[config.mk]
export PLATFORM = sky130hd
export DESIGN_NAME = register_file
export DESIGN_NICKNAME = d
export VERILOG_FILES = /design/src/rtl/register_file.sv
export SDC_FILE = /design/constraint.sdc
export NUM_CORES = 2
export LEC_CHECK = 0
export ABC_CLOCK_PERIOD_IN_PS = 43100
export CAP_MARGIN = 5
export CORE_ASPECT_RATIO = 0.75
export CORE_MARGIN = 3
export CORE_UTILIZATION = 63
export DETAILED_ROUTE_END_ITERATION = 8
export GPL_TIMING_DRIVEN = 0
export PLACE_DENSITY = 0.93
export SLEW_MARGIN = 30
export SYNTH_ARGS = -nofsm -noshare
export SYNTH_HDL_FRONTEND = slang
export SYNTH_SLANG_ARGS = --single-unit
[constraint.sdc]
create_clock -name clock -period 43.1 [get_ports clock]
set_clock_uncertainty 0.1 [all_clocks]
set_input_delay 4.31 -clock clock [delete_from_list [all_inputs] [get_ports clock]]
set_output_delay 4.31 -clock clock [all_outputs]
set_load 0.05 [all_outputs]
[src/rtl/register_file.sv]
// register_file: 32-entry two-read one-write register file, r0 hardwired to zero, write-through bypass
module register_file #(
  parameter int DATA_WIDTH = 32,
  parameter int ADDR_WIDTH = 5
) (
  input  logic                  clock,
  input  logic                  reset,
  input  logic                  write_enable,
  input  logic [ADDR_WIDTH-1:0] write_address,
  input  logic [DATA_WIDTH-1:0] write_data,
  input  logic [ADDR_WIDTH-1:0] read_address_one,
  input  logic [ADDR_WIDTH-1:0] read_address_two,
  output logic [DATA_WIDTH-1:0] read_data_one,
  output logic [DATA_WIDTH-1:0] read_data_two
);
  localparam int N = 2 ** ADDR_WIDTH;
  logic [DATA_WIDTH-1:0] regs_q [N];
  logic [DATA_WIDTH-1:0] regs_d [N];
  logic                  wr;
  assign wr = write_enable && write_address != '0 && !reset;
  // next-state: apply the pending write, keep r0 pinned at zero
  always_comb begin
    regs_d = regs_q;
    if (wr) regs_d[write_address] = write_data;
    regs_d[0] = '0;
  end
  // storage, cleared asynchronously so a reset drops any write on the same edge
  always_ff @(posedge clock or posedge reset) begin
    if (reset) begin
      for (int i = 0; i < N; i++) regs_q[i] <= '0;
    end else begin
      regs_q <= regs_d;
    end
  end
  // read ports: forced zero in reset, bypass the in-flight write, r0 always zero
  always_comb begin
    read_data_one = reset ? '0
                  : (wr && write_address == read_address_one) ? write_data
                  : (read_address_one == '0) ? '0 : regs_q[read_address_one];
    read_data_two = reset ? '0
                  : (wr && write_address == read_address_two) ? write_data
                  : (read_address_two == '0) ? '0 : regs_q[read_address_two];
  end
endmodule

# [Word level (Yosys, flattened, before mapping)]
# Cells that the tools add are included.
[classes] n_lt_le_gt_ge=4 n_eq_ne=2 bitwise_logic=3 muxes=15 n_reduce_logical=9
[ops] op="1024-bit bitwise mux" n=1
[ops] op="32-bit 2-to-1 mux" n=11
[ops] op="32-bit binary-select mux with 5-bit select" n=2
[ops] op="32-bit demux with 5-bit select" n=1
[ops] op="6-bit >= comparator, second input constant" n=3
[ops] op="5-bit NOT with 6-bit output" n=3
[ops] op="5-bit == test" n=2
[ops] op="5-bit logical NOT" n=2
[ops] op="6-bit by 1-bit less-than comparator with 1-bit output, second input constant" n=1
[ops] op="1-bit logical AND" n=5
[ops] op="5-bit nonzero test" n=1
[ops] op="1-bit logical NOT" n=1
[word_totals] reg_bits=992 inputBits=50 output_inout_bits=64

# [Depth between registers and ports, before layout]
[depth] depth_word=7 depth_mapped=10 mapped_depth_nobuf=5

# [Worst setup path after synthesis]
# No wires, ideal clock.
[synth_timing] path_kind="input -> output" startpoint="input reset" endpoint="output read_data_two[18]" t_required_ps=38690 stages=4 n_path_buf=1 slack_ps=9383 arrival_ps=29307 path_cell_list="inv_1 o41ai_2 clkbuf_1 o31ai_1"
[synth_between] elab_chain_len=5
[synth_lines] item="start, declared" line="7" text="input logic reset,"
[synth_lines] item="1-bit logical NOT (no line)"
[synth_lines] item="1-bit logical AND" line="20" text="assign wr = write_enable && write_address != '0 && !reset;"
[synth_lines] item="1-bit logical AND" line="41" text=": (wr && write_address == read_address_two) ? write_data"
[synth_lines] item="32-bit 2-to-1 mux" line="41"
[synth_lines] item="32-bit 2-to-1 mux *" line="40" text="read_data_two = reset ? '0"
[synth_lines] item="end, declared" line="14" text="output logic [DATA_WIDTH-1:0] read_data_two"
# Mark *: on every way between the ends. The rest lies on a longest branch, timed or not.

# [Worst setup path after layout]
[layout_timing] startpoint="input read_address_one[2]" endpoint="output read_data_one[31]"
[layout_between] elab_chain_len=7
[layout_lines] item="start, declared" line="11" text="input logic [ADDR_WIDTH-1:0] read_address_one,"
[layout_lines] item="5-bit NOT with 6-bit output (implied by the code)" line="39" text=": (read_address_one == '0) ? '0 : regs_q[read_address_one];"
[layout_lines] item="32-bit binary-select mux with 5-bit select" line="39"
[layout_lines] item="32-bit 2-to-1 mux (implied by the code) (2 in series)" line="39"
[layout_lines] item="32-bit 2-to-1 mux" line="39"
[layout_lines] item="32-bit 2-to-1 mux *" line="38" text=": (wr && write_address == read_address_one) ? write_data"
[layout_lines] item="32-bit 2-to-1 mux *" line="37" text="read_data_one = reset ? '0"
[layout_lines] item="end, declared" line="13" text="output logic [DATA_WIDTH-1:0] read_data_one,"
# Mark *: on every way between the ends. The rest lies on a longest branch, timed or not. The select of a mux whose other input is x is not followed.

==> run summary <==
Violated checks -> DRC
Total setup buffers inserted after CTS -> 0
Worst voltage drop across the vdd grid -> 0.0000403 V
Slew @ Worst Pin -> 1.25 ns
Required time of the critical path -> 38.69 ns
Footprint of the flip-flops and latches -> 0.0248 mm^2
Warning count from the yosys run -> 0
Most flops, register -> regs_q
Synth cell count leaders -> sky130_fd_sc_hd__mux2_2 (1083), sky130_fd_sc_hd__dfrtp_1 (992), sky130_fd_sc_hd__mux4_2 (409)
Final number of hold-violating endpoints -> 0
Worst path arrival time -> 9.84 ns
Leakage power summed over all cells -> 0.0274 uW
Die Ht -> 260 um
Type of element capturing the critical path -> output pin
Post-synthesis register bit count -> 992
Number of flops mapped to enable cells by yosys -> 0
Weighted congestion reported at the end of routability-driven placement -> 1.10
Total wirelength of the detailed-routed design -> 241 mm
Reg2Reg Capture Point -> regs_q[91]
Nets -> 4046
Max-slew violation count -> 0
Bufs and invs on worst path -> 6
Crit path time final -> 14.25 ns
Count of hold buffers inserted by post-cts repair -> 0
Vias per cell -> 8.35
Critical-path cell list -> clkdlybuf4s50_1 > buf_2 > buf_2 > clkbuf_1 > buf_2 > nand3b_1 > a32oi_1 > nand2_1 > clkdlybuf4s50_1
Effective utilization at floorplan -> 64.0%
# fillers -> 5471
Peak fanout along the critical path -> 11
Post-synthesis net count -> 3820
Number of placement rows -> 92
Number of buffers created by CTS -> 97
Floorplan Core Area -> 0.0845 mm^2
Post-detailed-route DRC marker count -> 9
First-pass GRT wire length -> 327 mm
Ratio of total power to cell area -> 43.4 mW/mm^2
Placed wire-length estimate after detailed placement -> 162 mm
Wire length per cell -> 46.1 um
Result of the run -> complete, but fails checks
Share of layout cells above drive strength 1 -> 48.3%
CTS Root Cell -> sky130_fd_sc_hd__clkbuf_16
Largest net degree at the start of global routing -> 97
Netlist area before placement -> 0.0541 mm^2
Overall global routing resource usage -> 53.8%
Period utilization -> 33.1%
Buffer levels on the longest clock path -> 3
Most instantiated library cell after synthesis -> sky130_fd_sc_hd__mux2_2
Clock-pin transition on the worst setup and hold timing paths -> 0.07 ns
Cells after DPL -> 5023
Count of different cell masters after synthesis -> 66
Iter 0 DRT Violations -> 8808
Area of the die -> 0.0894 mm^2
Die width -> 344 um
Total via count in the routed design -> 43.6k
Vias in the first global route -> 41.6k
Count of endpoints failing setup in the final report -> 0
Final ANT Viol Nets -> 0
Slowest cell on the critical path -> sky130_fd_sc_hd__clkbuf_1
Number of cells on the worst reg-to-reg path -> 1
TritonCTS clock tree -> yes
CP Class -> input port to output pin
Flip-flop count of the largest register after layout -> 992
Cell count after synthesis -> 3770
Cell taking the most area after synthesis -> sky130_fd_sc_hd__dfrtp_1
Peak clock frequency supported by timing -> 0.0702 GHz
IO Port Bufs -> 103
Source-to-sink clock delay at the later pin of the worst-skew pair -> 0.71 ns
Share of synthesized registers carrying an async set or reset -> 100%
Clock tree sinks -> 992
Depth of the CTS H-tree -> 3
Largest regs -> regs_q x992
Launch instance of the worst min-delay path -> regs_q[518]
Worst hold path cell count -> 1
Destination of the worst hold path -> regs_q[518]
Boundary pin count -> 114
Yosys top cell area share -> 45.9%
Post_cts resized -> 0
Multi-input combinational cell area -> 0.0274 mm^2
Post-route non-filler standard cell count -> 5226
Antenna violations before repair -> 26
Synth top area cells -> sky130_fd_sc_hd__dfrtp_1 (46%), sky130_fd_sc_hd__mux2_2 (23%), sky130_fd_sc_hd__mux4_2 (17%), sky130_fd_sc_hd__mux2i_1 (2.6%), sky130_fd_sc_hd__buf_2 (1.6%)
Launching point of the worst reg2reg path -> regs_q[91]
Maxcap violations -> 0
Classification of the worst-slack hold path -> register to register
Layout overhead on the synthesized area -> 12.3%
Sequential cell area fraction in the yosys report -> 45.9%
Most frequent cell on the critical path -> sky130_fd_sc_hd__buf_2
TritonRoute pass-1 iters -> 9
Total congestion overflow after global routing -> 0
Unrepaired setup endpoints after global routing -> false
Register-to-Register Setup Slack -> 41.96 ns
Prevailing post-synth register cell -> sky130_fd_sc_hd__dfrtp_1
Average size of a mapped cell -> 14.3 um^2
Startpoint type of the worst setup path -> input port
Family with the most delay on the worst path -> buffers and inverters
Final sum of negative setup slack -> 0 ns
Worst slew margin relative to its limit -> 16.3%
Max stage delay on crit path -> 0.89 ns
-- per-layer routing --
layer / vias to the layer above / global-route usage [%] / wire length [um]
met2: 5120 / 64.7 / 87900
met3: 1533 / 38.7 / 49300
met4: 40 / 39.3 / 23800
met5: - / 4.82 / 753
li1: 15000 / - / -
met1: 22000 / 65.2 / 79300
-- per-stage QoR --
stage / setup slack [ns] / power, uW / util (%) / hold WS [ns] / cell area [um^2]
global placement: -6.72 / 1630 / 66.9 / 0.392 / 56500
CTS: 29.54 / 2580 / 71.8 / 0.419 / 60600
global route: 29.28 / 2670 / 71.8 / 0.441 / 60700
finish: 28.85 / 2640 / 71.9 / 0.427 / 60700
floorplan: 9.38 / 1480 / - / 0.377 / 54100
detailed placement: 29.55 / 1650 / 67.6 / 0.404 / 57100
-- worst max path at each step --
stage	startpoint	to	slack [ns]	depth (start not counted)
final	read_address_one[2]	read_data_one[31]	28.85	9
after CTS	read_address_one[2]	read_data_one[31]	29.54	9
after global placement	reset	read_data_two[8]	-6.72	6
after detailed placement	read_address_one[2]	read_data_one[31]	29.55	9
after floorplan	reset	read_data_two[18]	9.38	4
after global routing	read_address_one[2]	read_data_one[31]	29.28	9
-- final cells by class --
type	count	area share, %
flip-flops and latches	992	40.9
clock buffers	142	4.81
well taps	1128	2.32
multi-input cells	2363	45.1
plain buffers	408	3.21
inverters	7	0.0556
diodes	22	0.0906
repair buffers	127	2.57
clock inverters	37	0.958
-- cell usage in the layout, fill, tap and decap left out, drive strengths merged, types with 58 or more instances in the layout --
master,instances
a221oi,58
buf,277
clkbuf,297
clkdlybuf4s50,103
dfrtp,992
mux2,1089
mux2i,142
mux4,409
nand2,136
nand3,66
nor2,82
-- power by group --
part | internal [uW] | leakage (uW) | total (uW) | switching (uW)
Clock | 550 | 0.00173 | 954 | 404
Combinational | 250 | 0.0125 | 525 | 275
Sequential | 1050 | 0.0132 | 1160 | 105
-- cell families (layout without fill, tap and decap cells) --
family	Yosys count	after routing	synth area share [%]
flops	992	992	45.9
simple gates	378	378	3.33
buf+inv	415	721	3.51
compound gates	335	335	4.76
other cells	0	22	0
xor+xnor	10	10	0.162
mux	1640	1640	42.3
No activity file was read; power rests on OpenSTA's default activity.
